File: config.mk
export PLATFORM = sky130hd
export DESIGN_NAME = binary_to_bcd_12bit
export DESIGN_NICKNAME = d
export VERILOG_FILES = /design/src/rtl/binary_to_bcd_12bit.sv
export SDC_FILE = /design/constraint.sdc
export NUM_CORES = 1
export LEC_CHECK = 0
export ABC_CLOCK_PERIOD_IN_PS = 1600
export CELL_PAD_IN_SITES_DETAIL_PLACEMENT = 0
export CELL_PAD_IN_SITES_GLOBAL_PLACEMENT = 1
export CORE_AREA = 2 2 82 84
export CTS_CLUSTER_DIAMETER = 30
export CTS_CLUSTER_SIZE = 40
export DETAILED_ROUTE_END_ITERATION = 7
export DIE_AREA = 0 0 84 86
export PLACE_DENSITY = 0.83
export RECOVER_POWER = 25
export SLEW_MARGIN = 20
export SYNTH_ARGS = -nofsm -noshare
export SYNTH_HDL_FRONTEND = slang
export SYNTH_SLANG_ARGS = --single-unit
File: constraint.sdc
create_clock -name clk -period 1.6 [get_ports clk]
set_clock_uncertainty 0.1 [all_clocks]
set_input_delay 0.4 -clock clk [delete_from_list [all_inputs] [get_ports clk]]
set_output_delay 0.4 -clock clk [all_outputs]
set_load 0.01 [all_outputs]
File: src/rtl/binary_to_bcd_12bit.sv
`default_nettype none
// ============================================================================
// Module      : binary_to_bcd_12bit
// Description : Iterative double-dabble converter, 12-bit binary to 4 BCD digits.
// Revision    : 1.0 - initial release
// ============================================================================
module binary_to_bcd_12bit (
    input  logic        clk,
    input  logic        rst_n,
    input  logic        start,
    input  logic [11:0] bin_in,
    output logic        busy,
    output logic        done,
    output logic [3:0]  thousands,
    output logic [3:0]  hundreds,
    output logic [3:0]  tens,
    output logic [3:0]  ones
);

    localparam logic [1:0] c_IDLE      = 2'd0;
    localparam logic [1:0] c_CONVERT   = 2'd1;
    localparam logic [1:0] c_DONE      = 2'd2;
    localparam logic [3:0] c_LAST_ITER = 4'd11;

    logic [1:0]  r_state;
    logic [1:0]  w_state_next;
    logic [11:0] r_shift;
    logic [15:0] r_scratch;
    logic [3:0]  r_count;
    logic [15:0] r_digits;
    logic [15:0] w_adj;
    logic [15:0] w_next_scratch;
    logic [11:0] w_next_shift;
    logic        w_last;

    for (genvar g = 0; g < 4; g++) begin : g_adj
        assign w_adj[4*g +: 4] = (r_scratch[4*g +: 4] >= 4'd5) ?
                                 r_scratch[4*g +: 4] + 4'd3 :
                                 r_scratch[4*g +: 4];
    end

    // The adjusted thousands nibble never reaches bit 15, so its carry-out is safely dropped.
    assign w_next_scratch = (w_adj << 1) | {15'd0, r_shift[11]};
    assign w_next_shift   = r_shift << 1;
    assign w_last         = (r_state == c_CONVERT) && (r_count == c_LAST_ITER);

    always_ff @(posedge clk) begin
        if (!rst_n) begin
            r_state <= c_IDLE;
        end else begin
            r_state <= w_state_next;
        end
    end

    always_comb begin
        w_state_next = r_state;
        case (r_state)
            c_IDLE:    if (start) w_state_next = c_CONVERT;
            c_CONVERT: if (w_last) w_state_next = c_DONE;
            c_DONE:    w_state_next = c_IDLE;
            default:   w_state_next = c_IDLE;
        endcase
    end

    always_comb begin
        busy = 1'b0;
        done = 1'b0;
        case (r_state)
            c_CONVERT: busy = 1'b1;
            c_DONE:    done = 1'b1;
            default:   ;
        endcase
    end

    always_ff @(posedge clk) begin
        if (!rst_n) begin
            r_shift   <= 12'd0;
            r_scratch <= 16'd0;
            r_count   <= 4'd0;
            r_digits  <= 16'd0;
        end else begin
            case (r_state)
                c_IDLE: begin
                    if (start) begin
                        r_shift   <= bin_in;
                        r_scratch <= 16'd0;
                        r_count   <= 4'd0;
                    end
                end
                c_CONVERT: begin
                    r_shift   <= w_next_shift;
                    r_scratch <= w_next_scratch;
                    r_count   <= r_count + 4'd1;
                    if (w_last) r_digits <= w_next_scratch;
                end
                default: ;
            endcase
        end
    end

    assign thousands = r_digits[15:12];
    assign hundreds  = r_digits[11:8];
    assign tens      = r_digits[7:4];
    assign ones      = r_digits[3:0];

endmodule
`default_nettype wire

==> results of run 1 <==
-- cell type report --
class / count / area (um2) / area share [%]
Clock buffer: 5 / 68.82 / 2.251
Clock inverter: 3 / 45.04 / 1.474
Inverter: 15 / 56.30 / 1.842
Multi-Input combinational cell: 171 / 1179 / 38.56
Sequential cell: 50 / 1008 / 32.99
Tap cell: 77 / 96.34 / 3.152
Timing Repair Buffer: 74 / 603.1 / 19.73
-- tightest hold or removal path: cells and delay by family, from the launching register on --
kind               cells  cell delay, ns
and+or+nand+nor        1            0.05
AOI/OAI and AO/OA      1            0.06
DFF                    1            0.32
-- flip-flops by register name, summed over array words and instances, names as in the netlist --
name       count
r_state        2
r_scratch     16
r_count        4
r_digits      16
r_shift       12
-- cells by family (layout without fill, tap and decap cells) --
logic type / after synthesis / after routing
simple gates: 67 / 67
fa+ha+maj: 9 / 9
xor+xnor: 4 / 4
mux: 5 / 5
buf+inv: 28 / 97
compound gates: 86 / 86
flops: 50 / 50
-- synthesized netlist by cell type, drive strengths merged --
cell	instances
nand3	1
a21boi	1
nor3	2
ha	9
nor2	12
o211a	4
o21bai	1
inv	14
and2	3
nor2b	2
dfxtp	50
mux2	4
nor3b	9
clkinv	1
buf	9
o22ai	15
o21ai	22
nand3b	1
o31ai	4
o221ai	6
a21oi	22
a22o	2
mux2i	1
nand2b	6
clkbuf	4
a21o	1
xnor2	4
a222oi	3
and3	1
nand2	30
a32o	5
-- report_power, final --
| group | switching (W) | internal, W |
|---|---|---|
| Clock | 0.000440 | 0.000465 |
| Combinational | 0.000101 | 0.000114 |
| Sequential | 0.0000224 | 0.00127 |
-- metal layers --
layer  up-vias  GRT usage, %
met5         -             0
met4         0         4.985
met3         7         4.042
met2        36         26.18
met1       949         18.13
li1       1031             -
-- metrics by stage --
step | setup slack, ns | utilization [%] | std cells | total power [W]
2_1_floorplan | 0.03598 | - | 249 | 0.001426
3_3_place_gp | -0.2999 | 45.51 | 384 | 0.001533
3_5_place_dp | -0.3006 | 45.51 | 384 | 0.001534
4_1_cts | 0.005609 | 47.32 | 392 | 0.002435
5_1_grt | -0.02031 | 48.69 | 395 | 0.002514
6_report | 0.06089 | 48.69 | 395 | 0.002416
-- worst max path at each step --
stage,endpoint,slack [ns],depth (start not counted)
global route,r_digits[0],-0.02,6
floorplan,r_digits[2],0.04,6
finish,r_digits[0],0.06,6
detailed placement,r_scratch[8],-0.30,5
CTS,r_digits[10],0.006,6
global placement,r_scratch[0],-0.30,5
-- layout by cell type, fill, tap and decap left out, drive strengths merged --
master         synthesis  routed
dfxtp                 50      50
buf                    9      39
nand2                 30      30
o21ai                 22      22
a21oi                 22      22
dlygate4sd2            0      16
o22ai                 15      15
inv                   14      14
clkdlybuf4s50          0      12
nor2                  12      12
clkbuf                 4      10
nor3b                  9       9
ha                     9       9
o221ai                 6       6
nand2b                 6       6
a32o                   5       5
o31ai                  4       4
mux2                   4       4
o211a                  4       4
xnor2                  4       4
a222oi                 3       3
and2                   3       3
nor2b                  2       2
a22o                   2       2
nor3                   2       2
clkinvlp               0       2
dlymetal6s2s           0       2
o21bai                 1       1
a21boi                 1       1
nand3b                 1       1
mux2i                  1       1
clkinv                 1       1
nand3                  1       1
a21o                   1       1
and3                   1       1
bufinv                 0       1
-- what timing repair did --
action,in CTS,in global routing
resized for setup,31,29
pin swaps,2,6
buffers inserted,0,3
hold endpoints to repair,0,0
endpoints found under the setup margin,27,36
==> flow_results.org, run 1 <==
** Detailed routing
- After detailed routing, the average wire length per cell comes to 13.82 um.
- After detailed routing, the total wire length is 5457 um.
- Met3 wire len :: 233 um
- Once detail routing completed, the nets flagged for antenna violations numbered 0.
- The routed design uses 2646 um of met2 wire.
- Iter 0 DRT Violations :: 66
- Top sig layer :: met4
- Detailed-routing iteration count for the pre-antenna-repair pass :: 4
- Via Count :: 2023
- Mean number of vias per cell :: 5.122
- Post-route DRC violation count :: 0
- The detailed router put a total of 2522 um of wire on met1.

** Die
- Total core area :: 6277 um2
- The floorplan has 29 rows.
- Die ar. :: 7224 um2
- For this configuration, the core starts out at a cell density of 35.46%.
- Die width :: 84 um
- IO Count :: 33
- Measured along the y axis, the die boundary spans 86 um.

** Logic synthesis
- Post-Synth Adder-Cell Area :: 5.059%
- Of all cell types, the one taking the most synthesized area is sky130_fd_sc_hd__dfxtp_1.
- Synthesized net count :: 273
- Summed instance area of the synthesized netlist :: 2226 um2
- The synthesized design devotes to its leading area cell type 44.97% of total area.
- After Yosys synthesis, and, or, nand and nor cells account for 14.84% of the synthesized area.
- Distinct cell type count of the synthesized netlist :: 36
- Total of warnings raised by yosys :: 0
- Parity-gate share of the synthesized area counting xor and xnor cells :: 1.574%
- Register bit total from synthesis :: 50
- Sequential cell area fraction in the yosys report :: 44.97%
- After synthesis, the largest family of logic cells by area is compound AO/OA/AOI/OAI gates.
- After synthesis, the share of cell area in mux cells is 2.473%.
- Avg Cell Area, Syn :: 8.939 um2
- The synthesized netlist devotes 25.01% of its cell area to compound gates.
- In the synthesized netlist, the number of instances is 249.
- Most area-consuming cells after synthesis :: sky130_fd_sc_hd__dfxtp_1 45%, sky130_fd_sc_hd__ha_1 5.1%, sky130_fd_sc_hd__nand2_1 5.1%, sky130_fd_sc_hd__a21oi_1 4.9%, sky130_fd_sc_hd__o21ai_0 4.9%

** Worst setup path
- Cell family contributing the most delay on the critical path :: simple AND/OR/NAND/NOR gates
- Slowest library cell on the worst path :: sky130_fd_sc_hd__dfxtp_2
- Data required, critical path :: 1.71 ns
- The critical path goes through ha_1 -> nand3b_1 -> nor2_4 -> buf_4 -> mux2i_1 -> nor2b_1.
- Counting both buffers and inverters, the worst setup path holds a total of 1.
- The worst register-to-register path begins at r_count[0].
- Highest cell delay on the worst timing path :: 0.36 ns
- The worst setup path is launched from a flop.
- Max FO, Critical Path :: 5
- The worst setup path is captured at a flop.
- Worst setup path startpoint :: r_count[0]
- The critical path is of the reg2reg type.
- Worst Reg-to-Reg Cells :: 6
- Capture instance of the worst register-to-register path :: r_digits[0]
- In this run the register-to-register setup slack is 0.06 ns.
- For the worst setup path, the data arrival time is 1.65 ns.

** Layout
- Layout area overhead :: 37.32%
- After the last flow step, the layout net total stands at 341.
- Summing all non-filler instances in the final layout gives an area of 3057 um2.
- Share of post-route cells with drive strength above 1 :: 24.84%
- The number of antenna diodes in the final layout is 0.
- Fill cells in the final layout number 622.

** Timing
- Portion of the clock cycle consumed by the worst path in the final layout :: 96.19%
- In this run the tightest slew margin relative to its limit is 80.79%.
- After routing, the total negative slack on setup checks comes to 0 ns.
- Worst Tran Pin Value :: 0.2851 ns
- Maximum achievable frequency :: 649.7 MHz
- Min Clock Period, post-route :: 1.539 ns
- The max-slew violation count was 0.
- Worst hold slack :: 0.3741 ns
- Setup violators final :: 0
- The number of hold-slack violations in the final timing report was 0.
- Setup repair after global routing could not meet its margin everywhere.

** Clock tree
- Max Buffers Root-to-Sink :: 2
- TritonCTS built the clock tree.
- Clock tree synthesis found a total of 50 sinks.
- Root buf cell :: sky130_fd_sc_hd__clkbuf_8
- Number of buffers inserted by hold repair at cts :: 0
- Worst-path clk slew :: 0.09 ns
- In this run the number of H-tree levels came out at 2.
- Buffers inserted during clock tree synthesis total 5.
- Clock Latency Late Sink :: 0.31 ns

** Place
- GPL Wtd Cong :: 0.7491
- During placement, the flow inserted port buffers numbering 32.
- DP Area :: 2856 um2
- Dpl hpwl :: 3801 um

** Min path
- Cells on Worst Hold Path :: 2
- For hold timing, the worst endpoint is r_digits[14].
- The worst hold path belongs to the class reg2reg.
- Worst Min Path Start :: r_digits[14]

** Power and ir drop
- Maximum VDD drop :: 0.0004486 V
- Power per standard cell area :: 790.5 nW/um2
- For this design the static power due to leakage is 1.339 nW.

** Global route
- The first global-routing pass estimated 8880 um of wire.
- The via count of the first global-routing pass is 1986.
- Entering global routing, the biggest net connects 17 pins.
- Summed over all layers, the global routing overflow is 0.
- In the global route stage, overall resource usage came out at 15.06%.
- The number of antenna violations at the first check in global routing was 0.

** Job
- The tool flagged a number of max-cap violations equal to 0.

** Outcome
- The flow ran to the end, and the final reports show no timing, DRC or antenna violations.
(Power assumes the default switching activity.)
==> run 2, diff against run 1 <==
--- a/config.mk
+++ b/config.mk
@@ -5,15 +5,15 @@
 export SDC_FILE = /design/constraint.sdc
 export NUM_CORES = 1
 export LEC_CHECK = 0
-export ABC_CLOCK_PERIOD_IN_PS = 1600
+export ABC_CLOCK_PERIOD_IN_PS = 1500
 export CELL_PAD_IN_SITES_DETAIL_PLACEMENT = 0
 export CELL_PAD_IN_SITES_GLOBAL_PLACEMENT = 1
-export CORE_AREA = 2 2 82 84
+export CORE_AREA = 2 2 93 68
 export CTS_CLUSTER_DIAMETER = 30
 export CTS_CLUSTER_SIZE = 40
 export DETAILED_ROUTE_END_ITERATION = 7
-export DIE_AREA = 0 0 84 86
-export PLACE_DENSITY = 0.83
+export DIE_AREA = 0 0 95 70
+export PLACE_DENSITY = 0.86
 export RECOVER_POWER = 25
 export SLEW_MARGIN = 20
 export SYNTH_ARGS = -nofsm -noshare
==> constraint.sdc (replaced) <==
create_clock -name clk -period 1.5 [get_ports clk]
set_clock_uncertainty 0.1 [all_clocks]
set_input_delay 0.375 -clock clk [delete_from_list [all_inputs] [get_ports clk]]
set_output_delay 0.375 -clock clk [all_outputs]
set_load 0.01 [all_outputs]
==> run 2 against run 1 <==
  * The run now ends with negative setup slack left
  * Core utilization is 8.5 points higher
  * Register-to-register slack worse by 0.06 ns
  * Final cell count up 2.0%
  * Critical path depth is the same
  * Worst hold slack better by 0.00061 ns
  * Critical path type unchanged
  * Largest cell class unchanged
  * Highest routed layer unchanged
==> flow_results.org, run 2 (same netlist as run 1, synthesis figures left out) <==
** Outcome
- Status :: complete, but fails checks
- Violations in the final reports :: negative setup slack

** Min path
- Class of the most critical hold timing path :: reg2reg
- End point of the most critical hold path :: r_digits[9]
- The worst hold path begins at r_digits[9].
- Cells on Worst Hold Path :: 2

** Timing
- Measured against its own limit, the worst slew margin works out to 74.11%.
- For this run, the top clock speed supported by timing is 666.3 MHz.
- Unrepaired setup endpoints after global routing :: true
- Worst Tran Pin Value :: 0.3884 ns
- In the finished design, the share of the clock period the worst path needs comes to 100.0%.
- Fin worst setup slack :: -0.0007261 ns
- Setup violators final :: 1
- After layout, the minimum clock period comes to 1.501 ns.
- Adding up every negative setup slack in the final design gives -0.0007261 ns.
- Final Hold Fails :: 0
- The max-slew violation count was 0.

** Layout
- Share of post-route cells with drive strength above 1 :: 35.08%
- In the final layout, the registers with the most flip-flops are r_digits (16), r_scratch (16), r_shift (12).
- Number of antenna diodes :: 0
- Relative to the synthesized area, the layout overhead comes to 52.11%.
- The finished cells cover 3386 um2.
- Most frequent cells in the layout :: 41 x sky130_fd_sc_hd__buf_4, 41 x sky130_fd_sc_hd__dfxtp_1, 27 x sky130_fd_sc_hd__nand2_1
- After the last flow step, the layout net total stands at 348.
- Post-layout instance count excluding filler cells :: 403

** Worst setup path
- Of all nets on the critical path, the largest fanout is 3.
- Internal reg-to-reg setup slack :: -0.0007 ns
- Startpoint type of the worst setup path :: flop
- The worst setup path is captured at a flop.
- Start of the worst register-to-register path :: r_scratch[4]
- Capture instance of the worst register-to-register path :: r_digits[6]
- Data required, critical path :: 1.63 ns
- Data arrival, critical path :: 1.63 ns
- Critical path class :: reg2reg
- The number of cells on the worst reg-to-reg path is 6.

** Global route
- Fraction of met3 tracks used by global routing :: 3.883%
- Number of antenna violations at the first check in global routing :: 0
- Global routing used 24.19% of the available met2 tracks.
- For met1 alone, demand over resource in global routing was 23.77%.
- The first global-routing pass estimated 8652 um of wire.
- Grt peak-use layer :: met2
- Tot GR Track Use :: 16.51%
- Largest net degree at the start of global routing :: 19
- Residual overflow from global routing :: 0
- Vias in the first global route :: 1853

** Detailed routing
- After detailed routing, the average wire length per cell comes to 14.09 um.
- The count of nets left with antenna violations once routing finished came out at 0.
- Post-route DRC violation count :: 0
- WL final :: 5677 um
- Via Count :: 2066
- In the routed layout, each cell is associated on average with a via count of 5.127.
- The first routing iteration left 97 violations.
- Before antenna repair, the detailed router went through 4 iterations.

** Clock tree
- Max Buffers Root-to-Sink :: 2
- TritonCTS built the clock tree.
- Clk sink count :: 50
- In this run, post-CTS hold repair placed 0 buffers.
- Root buf cell :: sky130_fd_sc_hd__clkbuf_8
- Max H-tree Level :: 2
- Number of CTS-inserted buffers :: 5
- Clock-pin slew was measured on the worst setup and hold paths at 0.09 ns.
- Clock Latency Late Sink :: 0.30 ns

** Place
- Total of buffers placed on input and output ports :: 32
- Number of cells in the design after placement :: 389
- Once detailed placement completed, the half-perimeter wirelength came to 3774 um.
- DP Area :: 2923 um2
- GPL Wtd Cong :: 0.8056
- Timing analysis after detailed placement gives a worst setup slack of -0.4420 ns.

** Power and ir drop
- Maximum VDD drop :: 0.0004154 V
- Final total power :: 0.002798 W
- Power per standard cell area :: 826.4 nW/um2
- In this run the static leakage power is 1.442 nW.

** Job
- Max_cap viols :: 0

** Die
- After floorplanning, the core was sized to cover 5916 um2.
- The initial utilization of the core area, before any placement, comes to 37.63%.
- Die ar. :: 6650 um2
- Floorplan die height :: 70 um
- After floorplanning, the core was divided into 24 placement rows.
- Measured along the x axis, the die boundary spans 95 um.
- IO Count :: 33
[run 2: cell count changes in the layout (fill, tap and decap cells not counted), moves of 4 or more]
cell / previous run / this run
sky130_fd_sc_hd__ha_1: 8 / 1
sky130_fd_sc_hd__buf_6: 2 / 6
sky130_fd_sc_hd__buf_4: 36 / 41
sky130_fd_sc_hd__clkbuf_1: 4 / 0
sky130_fd_sc_hd__ha_4: 0 / 6
sky130_fd_sc_hd__nand2b_4: 2 / 6
[run 2: area by class of cell]
type / instances / area (um2)
sequential: 50 / 1015
inverter: 15 / 63.81
fill: 487 / 2530
timing repair buffer: 81 / 706.9
clock inverter: 2 / 60.06
tap: 78 / 97.59
multi-input combinational: 171 / 1360
clock buffer: 6 / 82.58
[run 2: worst max-delay path: stages, from the launching register on]
cell and delay, ns:
sky130_fd_sc_hd__dfxtp_1 0.33, sky130_fd_sc_hd__inv_1 0.09, sky130_fd_sc_hd__ha_2 0.22, sky130_fd_sc_hd__nand2b_4 0.07, sky130_fd_sc_hd__a21oi_4 0.15, sky130_fd_sc_hd__mux2_4 0.33, sky130_fd_sc_hd__o22ai_2 0.14
[run 2: metal layers]
metal | vias to the layer above | wire (um) | part of all wire, %
met4 | 0 | 57 | 1.0
met1 | 974 | 2807 | 49
met3 | 7 | 159 | 2.8
met5 | - | 0 | 0
met2 | 34 | 2652 | 47
li1 | 1051 | - | -
[run 2: through the flow]
stage / hold slack (ns) / util, %
after floorplan: 0.3253 / -
after global placement: 0.3557 / 49.41
after detailed placement: 0.3617 / 49.41
after CTS: 0.3723 / 52.96
after global routing: 0.3877 / 57.23
final: 0.3747 / 57.23
[run 2: worst max path at each step]
stage                  from             to
6_report       r_scratch[4]    r_digits[6]
3_5_place_dp          start     r_shift[1]
3_3_place_gp          rst_n  r_scratch[15]
5_1_grt          r_state[1]     r_shift[1]
2_1_floorplan  r_scratch[0]    r_digits[2]
4_1_cts          r_state[1]           busy
[run 2: repair_timing]
action | 4_1_cts | 5_1_grt
pin swaps | 8 | 14
endpoints found under the setup margin | 48 | 28
setup buffers | 1 | 6
resized for setup | 51 | 51
[run 2: power by group]
| part | switching (W) | total, W | leakage, nW | internal (W) |
|---|---|---|---|---|
| logic | 0.000115 | 0.000246 | 0.960 | 0.000131 |
| registers | 0.0000273 | 0.00139 | 0.410 | 0.00136 |
| clock network | 0.000454 | 0.00117 | 0.0714 | 0.000711 |
==> run 3, diff against run 2 <==
--- a/config.mk
+++ b/config.mk
@@ -5,15 +5,16 @@
 export SDC_FILE = /design/constraint.sdc
 export NUM_CORES = 1
 export LEC_CHECK = 0
-export ABC_CLOCK_PERIOD_IN_PS = 1500
+export ABC_CLOCK_PERIOD_IN_PS = 1800
 export CELL_PAD_IN_SITES_DETAIL_PLACEMENT = 0
 export CELL_PAD_IN_SITES_GLOBAL_PLACEMENT = 1
-export CORE_AREA = 2 2 93 68
+export CORE_AREA = 2 2 88 64
+export CTS_BUF_LIST = sky130_fd_sc_hd__clkbuf_8
 export CTS_CLUSTER_DIAMETER = 30
 export CTS_CLUSTER_SIZE = 40
 export DETAILED_ROUTE_END_ITERATION = 7
-export DIE_AREA = 0 0 95 70
-export PLACE_DENSITY = 0.86
+export DIE_AREA = 0 0 90 66
+export PLACE_DENSITY = 0.94
 export RECOVER_POWER = 25
 export SLEW_MARGIN = 20
 export SYNTH_ARGS = -nofsm -noshare
==> constraint.sdc (replaced) <==
create_clock -name clk -period 1.8 [get_ports clk]
set_clock_uncertainty 0.1 [all_clocks]
set_input_delay 0.45 -clock clk [delete_from_list [all_inputs] [get_ports clk]]
set_output_delay 0.45 -clock clk [all_outputs]
set_load 0.01 [all_outputs]
==> run 3 against run 2 <==
  * The flow now finishes without violations
  * First-iteration DRC count up 32%
  * Count of clock-buffer cells in the layout down 1
  * Non-clock buffer count down 23
  * Final cell count down 7.2%
  * Critical path depth down 5
  * Worst setup slack better by 0.071 ns
  * Total power down 24%
  * Core utilization down 0.71 points
  * Sequential power down 17%
  * Final area down 15%
  * Flip-flop and latch count unchanged
  * Global-route usage up 0.62 points
  * Critical endpoint is now ones[1]
  * Highest routed layer is now met3
==> flow_results.org, run 3 (same netlist as run 1, synthesis figures left out) <==
** Clock tree
- Buffers added to address setup during post-CTS repair amount to 0.
- Clock tree synthesis inserted a total of 5 buffers.
- Number of buffers inserted by hold repair at cts :: 0
- After clock tree synthesis, the clock-pin slew on the worst setup and hold paths is 0.09 ns.
- For the worst-skew pair, the clock arrives at the later sink with an insertion delay of 0.30 ns.
- In this run the number of H-tree levels came out at 2.
- Clk sink count :: 50
- TritonCTS built the clock tree.
- Clock tree synthesis selected as its root buffer the cell sky130_fd_sc_hd__clkbuf_8.
- Max Buffers Root-to-Sink :: 2

** Layout
- Post-layout instance count excluding filler cells :: 374
- Of the cells placed in the final design, the portion with a size suffix greater than 1 is 16.23%.
- Layout area overhead :: 30.02%
- In the final design database the tool counted 325 nets.
- Leaving out fill and tap cells, the most frequent cells in the layout are 49 x sky130_fd_sc_hd__dfxtp_1, 29 x sky130_fd_sc_hd__nand2_1, 28 x sky130_fd_sc_hd__clkdlybuf4s50_1.
- Most common cell after layout, fill and taps aside :: sky130_fd_sc_hd__dfxtp_1
- After filler insertion, the fill cell instance count of the layout stands at 461.
- In the final layout, the registers with the most flip-flops are r_digits (16), r_scratch (16), r_shift (12).
- The number of antenna diodes in the final layout is 0.

** Min path
- The tightest min-delay check is of the reg2reg type.

** Detailed routing
- Remaining number of nets flagged by the antenna check after routing :: 0
- In this run, the number of DRC markers left after iteration 0 of detailed routing was 128.
- Post-detailed-route wirelength per cell :: 13.05 um
- WL final :: 4881 um
- Post-route DRC violation count :: 0
- Via Count :: 1935
- Detailed-routing iteration count for the pre-antenna-repair pass :: 4
- Mean number of vias per cell :: 5.174

** Worst setup path
- Counting both buffers and inverters, the worst setup path holds a total of 1.
- The critical path in this run is classified as reg2out.
- For this run, the slowest stage of the critical path takes 0.53 ns.
- Kind of end point of the critical path :: primary output
- Data required, critical path :: 1.25 ns
- The critical path goes through clkdlybuf4s50_1.
- Startpoint type of the worst setup path :: flop
- Data arrives at the worst endpoint at 1.18 ns.
- Among cell families on the critical path, the largest total delay comes from buffers and inverters.
- Slowest library cell on the worst path :: sky130_fd_sc_hd__clkdlybuf4s50_1
- Along the worst path, the maximum fanout reaches 2.

** Global route
- Residual overflow from global routing :: 0
- Tot GR Track Use :: 17.13%
- Number of antenna violations at the first check in global routing :: 0
- Vias in the first global route :: 1753
- Largest net degree at the start of global routing :: 17
- The first global-routing pass estimated 8169 um of wire.

** Timing
- The max-slew violation count came to 0.
- Measured against its own limit, the worst slew margin works out to 75.80%.
- For the pin with the worst max-slew slack, the measured transition is 0.3626 ns.
- Hold timing on the final database bottoms out at a slack of 0.3719 ns.
- Timing would allow up to 578.3 MHz.
- Portion of the clock cycle consumed by the worst path in the final layout :: 96.07%
- Setup repair after global routing left no endpoint under its margin.
- Subtracting the final worst setup slack from the clock period gives 1.729 ns.
- Final Hold Fails :: 0
- Setup violators final :: 0

** Place
- Buffers placed on the I/O ports in this run total 32.
- The congestion estimate from routability-driven global placement came to 0.8232.
- Dpl hpwl :: 3632 um
- Number of cells in the design after placement :: 366

** Die
- The die covers 5940 um2.
- Floorplan die height :: 66 um
- Row count :: 22
- IO Count :: 33
- Total core area :: 5120 um2
- The floorplan step set the die width to 90 um.
- The initial utilization of the core area, before any placement, comes to 43.48%.

** Power and ir drop
- Summed over all cells, the static leakage comes to 1.135 nW.
- Maximum VDD drop :: 0.0004541 V
- In this run the power density over the cells is 733.1 nW/um2.

** Job
- Max_cap viols :: 0

** Outcome
- Status :: complete, no violations
## run 3: cell types whose count changed in the layout (fill, tap and decap cells not counted), sizes merged
cell,change
buf,-29
clkdlybuf4s50,+16
dlygate4sd2,-15
clkbuf,+4
bufinv,-1
clkinv,+1
dlygate4sd3,+1
dlymetal6s2s,-1
inv,+1
## run 3: where the power goes
part	total (W)	internal [W]	leakage, nW	switching [W]
registers	0.00115	0.00113	0.406	0.0000198
clock network	0.000794	0.000417	0.0585	0.000377
logic	0.000177	0.0000922	0.671	0.0000843
total	0.00212	0.00164	1.14	0.000481
## run 3: metrics by stage
step	utilization, %	setup WS, ns	total power (W)	setup TNS (ns)	cell area, um2
global placement	54.01	-0.03754	0.001353	-0.2110	2765
finish	56.52	0.07068	0.002122	0	2894
CTS	56.28	0.005118	0.002142	0	2882
global route	56.52	0.008862	0.002229	0	2894
detailed placement	54.01	-0.06356	0.001356	-0.6324	2765
floorplan	-	0.2360	0.001268	0	2226
## run 3: cell type report
type                            count  area (um2)  area share (%)
Tap cell                           72       90.09           3.113
Inverter                           15       56.30           1.946
Sequential cell                    50        1002           34.63
Clock inverter                      3       43.79           1.513
Timing Repair Buffer               58       505.5           17.47
Multi-Input combinational cell    171        1127           38.95
Clock buffer                        5       68.82           2.378
## run 3: repair_timing
| action | CTS | global route |
|---|---|---|
| resized for setup | 5 | 10 |
| pin swaps | 0 | 2 |
| endpoints found under the hold margin | 0 | 0 |
| endpoints found under the setup margin | 10 | 9 |
## run 3: path summary, 6_finish.rpt
check               startpoint      endpoint  slack, ns  depth (start not counted)
setup / recovery   r_digits[1]       ones[1]       0.07                          1
setup reg to reg  r_scratch[4]  r_scratch[6]       0.10                          6
hold reg to reg   r_digits[14]  r_digits[14]       0.37                          2
hold / removal    r_digits[14]  r_digits[14]       0.37                          2
## run 3: routing by layer
layer  vias to the layer above  GRT usage (%)  part of all wire [%]
met5                         -              0                     0
met3                         0          3.877                   6.3
li1                       1000              -                     -
met2                        47          25.85                    43
met1                       888          24.95                    51
met4                         0          3.846                     0
